## config.mk

```make
export PLATFORM = sky130hd
export DESIGN_NAME = dmem_ctrl
export DESIGN_NICKNAME = d
export VERILOG_FILES = /design/src/rtl/dmem_ctrl.sv
export SDC_FILE = /design/constraint.sdc
export NUM_CORES = 1
export LEC_CHECK = 0
export BUFFER_PORTS_ARGS = -buffer_cell sky130_fd_sc_hd__buf_2
export CAP_MARGIN = 20
export CORE_ASPECT_RATIO = 1.2
export CORE_MARGIN = 2
export CORE_UTILIZATION = 50
export CTS_CLUSTER_DIAMETER = 50
export CTS_CLUSTER_SIZE = 25
export DETAILED_ROUTE_END_ITERATION = 8
export PLACE_DENSITY_LB_ADDON = 0.05
export SLEW_MARGIN = 20
export SYNTH_ARGS = -nofsm -noshare
export SYNTH_HDL_FRONTEND = slang
export SYNTH_SLANG_ARGS = --single-unit
```

## constraint.sdc

```tcl
create_clock -name clk -period 2.5 [get_ports clk]
set_input_delay 0.25 -clock clk [delete_from_list [all_inputs] [get_ports clk]]
set_output_delay 0.25 -clock clk [all_outputs]
set_load 0.05 [all_outputs]
```

## src/rtl/dmem_ctrl.sv

```systemverilog
// rtl/dmem_ctrl.sv - load/store unit bridging byte/half/word requests onto a word-wide data RAM
// Sub-word stores read-modify-write the addressed word; misaligned or illegal sizes answer with an error.
module dmem_ctrl #(
  parameter int RAM_AW = 8
) (
  input  logic              clk,
  input  logic              rst_n,
  input  logic              req_valid,
  output logic              req_ready,
  input  logic              req_we,
  input  logic [1:0]        req_size,
  input  logic              req_unsigned,
  input  logic [31:0]       req_addr,
  input  logic [31:0]       req_wdata,
  output logic              resp_valid,
  output logic [31:0]       resp_rdata,
  output logic              resp_err,
  output logic [RAM_AW-1:0] ram_addr,
  output logic              ram_we,
  output logic [31:0]       ram_wdata,
  input  logic [31:0]       ram_rdata
);

  typedef enum logic [1:0] {IDLE = 2'd0, RD = 2'd1, WR = 2'd2, RESP = 2'd3} state_t;

  state_t              state_q;
  logic                we_q;
  logic                unsigned_q;
  logic [1:0]          size_q;
  logic [1:0]          off_q;
  logic [15:0]         wdata_q;
  logic                req_ready_q;
  logic                resp_valid_q;
  logic                resp_err_q;
  logic [31:0]         resp_rdata_q;
  logic                ram_we_q;
  logic [RAM_AW-1:0]   ram_addr_q;
  logic [31:0]         ram_wdata_q;

  logic                req_err_d;
  logic [7:0]          byte_d;
  logic [15:0]         half_d;
  logic [31:0]         load_d;
  logic [31:0]         merge_d;
  logic                unused_addr_hi;

  // Upper address bits wrap silently rather than faulting.
  assign unused_addr_hi = ^req_addr[31:RAM_AW+2];

  always_comb begin
    req_err_d = 1'b0;
    case (req_size)
      2'b00:   req_err_d = 1'b0;
      2'b01:   req_err_d = req_addr[0];
      2'b10:   req_err_d = |req_addr[1:0];
      default: req_err_d = 1'b1;
    endcase
  end

  always_comb begin
    byte_d  = ram_rdata[{off_q, 3'b000} +: 8];
    half_d  = off_q[1] ? ram_rdata[31:16] : ram_rdata[15:0];
    load_d  = ram_rdata;
    merge_d = ram_rdata;
    case (size_q)
      2'b00:   load_d = {{24{byte_d[7] & ~unsigned_q}}, byte_d};
      2'b01:   load_d = {{16{half_d[15] & ~unsigned_q}}, half_d};
      default: load_d = ram_rdata;
    endcase
    if (size_q == 2'b00) begin
      merge_d[{off_q, 3'b000} +: 8] = wdata_q[7:0];
    end else begin
      merge_d[{off_q[1], 4'b0000} +: 16] = wdata_q;
    end
  end

  // The RD-cycle RAM word is captured straight into resp_rdata_q (loads) or ram_wdata_q (sub-word stores).
  always_ff @(posedge clk or negedge rst_n) begin
    if (!rst_n) begin
      state_q      <= IDLE;
      we_q         <= 1'b0;
      unsigned_q   <= 1'b0;
      size_q       <= 2'b00;
      off_q        <= 2'b00;
      wdata_q      <= 16'h0;
      req_ready_q  <= 1'b1;
      resp_valid_q <= 1'b0;
      resp_err_q   <= 1'b0;
      resp_rdata_q <= 32'h0;
      ram_we_q     <= 1'b0;
      ram_addr_q   <= '0;
      ram_wdata_q  <= 32'h0;
    end else begin
      case (state_q)
        IDLE: begin
          if (req_valid) begin
            we_q        <= req_we;
            unsigned_q  <= req_unsigned;
            size_q      <= req_size;
            off_q       <= req_addr[1:0];
            wdata_q     <= req_wdata[15:0];
            req_ready_q <= 1'b0;
            if (req_err_d) begin
              state_q      <= RESP;
              resp_valid_q <= 1'b1;
              resp_err_q   <= 1'b1;
              resp_rdata_q <= 32'h0;
            end else if (req_we && req_size == 2'b10) begin
              state_q     <= WR;
              ram_we_q    <= 1'b1;
              ram_addr_q  <= req_addr[RAM_AW+1:2];
              ram_wdata_q <= req_wdata;
            end else begin
              state_q    <= RD;
              ram_addr_q <= req_addr[RAM_AW+1:2];
            end
          end
        end
        RD: begin
          if (we_q) begin
            state_q     <= WR;
            ram_we_q    <= 1'b1;
            ram_wdata_q <= merge_d;
          end else begin
            state_q      <= RESP;
            ram_addr_q   <= '0;
            resp_valid_q <= 1'b1;
            resp_err_q   <= 1'b0;
            resp_rdata_q <= load_d;
          end
        end
        WR: begin
          state_q      <= RESP;
          ram_we_q     <= 1'b0;
          ram_addr_q   <= '0;
          ram_wdata_q  <= 32'h0;
          resp_valid_q <= 1'b1;
          resp_err_q   <= 1'b0;
          resp_rdata_q <= 32'h0;
        end
        default: begin
          state_q      <= IDLE;
          req_ready_q  <= 1'b1;
          resp_valid_q <= 1'b0;
          resp_err_q   <= 1'b0;
          resp_rdata_q <= 32'h0;
        end
      endcase
    end
  end

  assign req_ready  = req_ready_q;
  assign resp_valid = resp_valid_q;
  assign resp_rdata = resp_rdata_q;
  assign resp_err   = resp_err_q;
  assign ram_addr   = ram_addr_q;
  assign ram_we     = ram_we_q;
  assign ram_wdata  = ram_wdata_q;

endmodule

```

==> results of run 1 <==
[worst paths after layout]
kind,start,to,slack [ns],depth (start not counted)
worst max-delay path,state_q[0]$_DFFE_PN0N_,resp_rdata[31]$_DFFE_PN0P_,0.25,6
min in group asynchronous,rst_n,resp_rdata[12]$_DFFE_PN0P_,0.39,2
worst min-delay path,req_unsigned,unsigned_q$_DFFE_PN0P_,0.14,2
max in group asynchronous,rst_n,req_ready$_DFFE_PN1P_,1.37,3
worst min register to register,resp_rdata[25]$_DFFE_PN0P_,resp_rdata[25]$_DFFE_PN0P_,0.47,2
worst max register to register,state_q[0]$_DFFE_PN0N_,resp_rdata[31]$_DFFE_PN0P_,0.25,6
[final cells by class]
cell class,instances,area (sq um),area share [%]
clock inverter,4,97.6,1.35
timing repair buffer,177,968,13.4
clock buffer,11,243,3.35
tap,157,196,2.71
sequential,100,2500,34.6
multi-input combinational,406,3100,42.7
inverter,37,139,1.92
[sequential cells by signal, indices dropped and copies added (netlist names)]
signal and count:
wdata_q 16, resp_err 1, off_q 2, req_ready 1, size_q 2, state_q 2, ram_we 1, resp_rdata 32
ram_wdata 32, ram_addr 8, unsigned_q 1, resp_valid 1, we_q 1
[report_power, final]
part | total, uW | switching [uW] | internal, uW
Combinational | 7530 | 4770 | 2760
Sequential | 2990 | 603 | 2380
Clock | 1610 | 611 | 1000
[cells in the final DEF, fill, tap and decap left out, types with 12 or more instances in the layout]
cell type | synthesis | layout
mux2_2 | 51 | 51
o21ai_0 | 74 | 74
nor2_1 | 34 | 34
a21oi_1 | 12 | 12
nand2_1 | 41 | 41
buf_2 | 16 | 155
buf_4 | 1 | 19
mux2_4 | 21 | 21
inv_1 | 36 | 36
o22ai_1 | 17 | 17
a221oi_1 | 29 | 29
mux2i_1 | 16 | 16
dfrtp_1 | 99 | 98
[cells by family after synthesis]
group / after synthesis
compound gates: 190
mux: 88
flops: 100
simple gates: 119
fa+ha+maj: 9
buf+inv: 81
[metrics by stage]
| step | util (%) | std cells | worst slack (ns) | power, uW |
|---|---|---|---|---|
| 6_report | 62.7 | 892 | 0.250 | 12100 |
| 5_1_grt | 62.7 | 892 | 0.0833 | 12900 |
| 4_1_cts | 62.6 | 892 | 0.00495 | 12100 |
| 3_5_place_dp | 59.5 | 876 | 0.0224 | 10500 |
| 3_3_place_gp | 59.5 | 876 | 0.0628 | 10300 |
| 2_1_floorplan | - | 587 | 0.353 | 8730 |
[timing repair]
| action | CTS | global route |
|---|---|---|
| setup endpoints to repair | 0 | 16 |
| buffers inserted | 0 | 0 |
| endpoints found under the hold margin | 29 | 0 |
| resized for setup | 0 | 2 |
| hold buffers | 1 | 0 |
[layer usage]
metal | vias to the layer above | GRT usage [%] | part of all wire [%]
met5 | - | 0 | 0
met4 | 0 | 12.6 | 4.0
met3 | 36 | 4.47 | 5.9
met2 | 201 | 46.0 | 49
met1 | 2582 | 37.3 | 41
li1 | 2451 | - | -
[worst max-delay path: stages (launching register included)]
cell and delay [ns]:
dfrtp_1 0.42, inv_1 0.09, ha_2 0.31, or3b_2 0.50, o2111a_1 0.33, o31ai_4 0.25
o21ai_0 0.20
==> results.yml, run 1 <==
pwr:
  max-vdd-ir-drop_mv: 1.39
  power_density_nw_per_um2: 1670
  p_leak_uw: 0.00352
placement:
  hpwl_microns: 12900
  io_buffers: 156
  post_dp_cell_area_sq_um: 6890
  place.gp.congestion: 0.915
synth:
  synthAdderAreaFrac_pct: 1.90
  synth_top_family_by_area: "compound AO/OA/AOI/OAI gates"
  yosysMostFrequentCell: "dfrtp_1"
  synth_edf_count: 0
  synth-simple-area-share_pct: 10.2
  synthesis.nets: 699
  ys_seq_area_share_pct: 42.2
  synth_area_leaders: "dfrtp_1 42%, mux2_2 9.7%, o21ai_0 6.2%"
  synthArstFlopShare_pct: 100
  ys_ff_latch: 100
  synth.cell_area_sq_um: 5940
  netlist_instances: 587
  synth_xor_area_share_pct: 0
  ys.flop_type: "dfrtp_1"
  netlist_top_cells_count: "99 x dfrtp_1, 74 x o21ai_0, 51 x mux2_2"
  synth.distinct_cells: 58
  synth_top_area_share_pct: 41.7
  synth.largest_area_cell: "dfrtp_1"
  avgSynthCellArea_sq_um: 10.1
  synth-compound-area-share_pct: 22.0
  yosysWarnings: 0
  muxShareOfSynthArea_pct: 17.7
floorplanning:
  rows: 43
  io_pins: 179
  die_w_microns: 103
  die_h_microns: 123
  die_area_sq_um: 12800
  core_area_sq_um: 11600
  start_util_pct: 51.3
global_routing:
  grtUsageTotal_pct: 28.4
  first_global_vias: 5184
  grt_pass1_wl_microns: 27600
  antenna_found_initial: 0
  grt_max_degree: 49
  grt_overflow: 0
timing:
  drv_slew: 0
  slew_headroom_pct: 45.0
  fmax_mhz: 444
  setup_viol_count_final: 0
  clock_skew_ns: 0.00715
  worst_hold_slack_ns: 0.143
  finalCriticalPeriod_ns: 2.25
  rsz0062_at_grt: "no"
  tightest_slew_ns: 0.814
  finalSetupTns_ns: 0
  fin_crit_sh_pct: 90.0
  hold_viol_final: 0
routing:
  dr.pass1.iters: 6
  dr_total_vias: 5270
  wl_per_cell_microns: 19.6
  initialDrtViolationCount: 323
  routed_wl_microns: 17500
  ant_nets: 0
  remaining_drc_errors: 0
  via_per_inst: 5.91
clocking:
  htree_levels: 3
  cts_buffers: 9
  clock_path_buffers: 2
  cts_tree: "done"
  cts_sinks: 100
  path_clk_slew_ns: 0.07
  clock_latency_ns: 0.35
  cts_root_buffer: "clkbuf_16"
hold_path:
  hp-class: "in -> reg"
job:
  maxCapViolCount: 0
setup_path:
  crit_arrival_ns: 2.45
  worst_ep_required_time_ns: 2.70
  path_class: "reg -> reg"
  worst_setup_path_start_kind: "flip-flop"
  cp_max_fo: 16
  endpoint_kind: "flip-flop"
final_layout:
  syn2layout_area_growth_pct: 22.1
  drive_gt1_share_pct: 37.6
  nNetsFinal: 843
  stdcell_area_sq_um: 7250
  insertedDiodeCount: 0
  fillers: 1003
outcome:
  status: "complete, no violations"
No activity file was read; power rests on OpenSTA's default activity.
==> run 2: changes to the inputs <==
- BUFFER_PORTS_ARGS: -buffer_cell sky130_fd_sc_hd__buf_2 -> default
- DONT_BUFFER_PORTS: default -> 1
- SLEW_MARGIN: 20 -> default
==> results.yml, run 2 (synthesis gave the netlist of run 1 again) <==
timing:
  hold_viol_final: 100
  clock_skew_ns: 0.00816
  drv_slew: 0
  slew_headroom_pct: 44.6
  setup_viol_count_final: 0
  worst_slack_ns: 0.270
  finalCriticalPeriod_ns: 2.23
  fin_crit_sh_pct: 89.2
  tightest_slew_ns: 0.819
  rsz0062_at_grt: "no"
  fmax_mhz: 448
  worst_hold_slack_ns: -0.413
clocking:
  cts_tree: "done"
  path_clk_slew_ns: 0.07
  htree_levels: 3
  cts_root_buffer: "clkbuf_16"
  cts_sinks: 100
  cts_buffers: 9
  clock_path_buffers: 2
  clock_latency_ns: 0.35
setup_path:
  cp_max_fo: 16
  crit_slowest_cell: "or3b_2"
  path_class: "reg -> reg"
  worst_ep_required_time_ns: 2.72
  crit_arrival_ns: 2.45
  endpoint_kind: "flip-flop"
  max_stage_delay_ns: 0.48
  critPathMostFrequentCell: "buf_4"
  worst_setup_path_start_kind: "flip-flop"
  cp_cell_sequence: "inv_1, ha_1, buf_4, or3b_2, o2111a_1, buf_4, a32oi_1, o21ai_0"
pwr:
  power_density_nw_per_um2: 1790
  max-vdd-ir-drop_mv: 1.14
  p_leak_uw: 0.00282
placement:
  io_buffers: 0
  place_inst: 718
  place_ws_ns: -0.000736
  hpwl_microns: 12200
  place.gp.congestion: 0.865
final_layout:
  layout_commonest_cell: "dfrtp_1"
  final_cell_mix: "98 x dfrtp_1, 74 x o21ai_0, 51 x mux2_2, 41 x nand2_1, 36 x inv_1"
  final_cells: 734
  syn2layout_area_growth_pct: 8.33
  insertedDiodeCount: 0
  drive_gt1_share_pct: 20.6
  nNetsFinal: 684
routing:
  wl_per_cell_microns: 23.0
  routed_wl_microns: 16900
  remaining_drc_errors: 0
  initialDrtViolationCount: 318
  ant_nets: 0
  dr_total_vias: 4626
  dr.pass1.iters: 6
  via_per_inst: 6.30
floorplanning:
  rows: 43
  die_area_sq_um: 12800
  core_area_sq_um: 11600
  io_pins: 179
  die_h_microns: 123
  start_util_pct: 51.3
  die_w_microns: 103
global_routing:
  grtUsageTotal_pct: 26.5
  grt_overflow: 0
  first_global_vias: 4490
  antenna_found_initial: 0
  grt_pass1_wl_microns: 25400
  grt_max_degree: 101
outcome:
  violations: "negative hold slack"
  status: "finished with violations"
job:
  maxCapViolCount: 0
hold_path:
  hp-class: "in -> async"
## run 2: changes by cell type in the layout (fill, tap and decap cells not counted)
cell | previous run | this run
dlygate4sd3_1 | 1 | 0
buf_4 | 19 | 17
clkinv_2 | 0 | 1
buf_12 | 2 | 1
buf_2 | 155 | 0
clkbuf_8 | 1 | 0
clkinvlp_4 | 1 | 0
inv_6 | 0 | 3
ha_2 | 1 | 0
clkbuf_1 | 1 | 0
ha_1 | 8 | 9
## run 2: through the flow
stage	utilization [%]	power (uW)	setup TNS (ns)	instance area [sq um]
6_report	55.6	11500	0	6430
5_1_grt	55.6	12200	0	6430
4_1_cts	55.5	11500	0	6420
3_5_place_dp	52.5	9860	-0.000736	6070
3_3_place_gp	52.5	9750	0	6070
2_1_floorplan	-	8730	0	5940
## run 2: power breakdown
group / internal [uW] / switching (uW)
Sequential: 2350 / 2590
Clock: 988 / 652
Combinational: 2340 / 2560
## run 2: worst max-delay path: cells and delay by family, from the launching register on
family                     cells  cell delay (ns)
AOI/OAI and AO/OA              3             0.55
buffers and inverters          3             0.50
and+or+nand+nor                1             0.48
DFF                            1             0.41
adders and majority gates      1             0.15
## run 2: layout make-up
type | count | area (sq um)
clock buffers | 9 | 225
clock inverters | 7 | 121
fillers | 1068 | 5140
inverters | 37 | 139
multi-input cells | 406 | 3100
flip-flops and latches | 100 | 2500
well taps | 157 | 196
repair buffers | 18 | 148
## run 2: worst paths after layout
kind	start	end	slack [ns]	cells past startpoint
max reg2reg	state_q[0]$_DFFE_PN0N_	resp_rdata[3]$_DFFE_PN0P_	0.27	8
min reg2reg	wdata_q[9]$_DFFE_PN0P_	wdata_q[9]$_DFFE_PN0P_	0.51	2
max	state_q[0]$_DFFE_PN0N_	resp_rdata[3]$_DFFE_PN0P_	0.27	8
min in group clk	req_wdata[7]	wdata_q[7]$_DFFE_PN0P_	0.05	1
max in group asynchronous	rst_n	req_ready$_DFFE_PN1P_	2.69	0
min	rst_n	resp_rdata[29]$_DFFE_PN0P_	-0.41	0
## run 2: timing repair
item	in CTS	in global routing
endpoints found under the setup margin	3	16
gates resized for setup	1	1
cloned	0	0
setup buffers	0	0
endpoints found under the hold margin	100	100
## run 2: metal layers
metal	global-route usage, %	part of all wire, %	vias up	routed length (microns)
li1	-	-	2127	-
met1	33.3	39	2270	6580
met2	42.7	50	207	8360
met3	8.88	9.3	22	1570
met4	8.96	2.1	0	362
met5	0	0	-	0
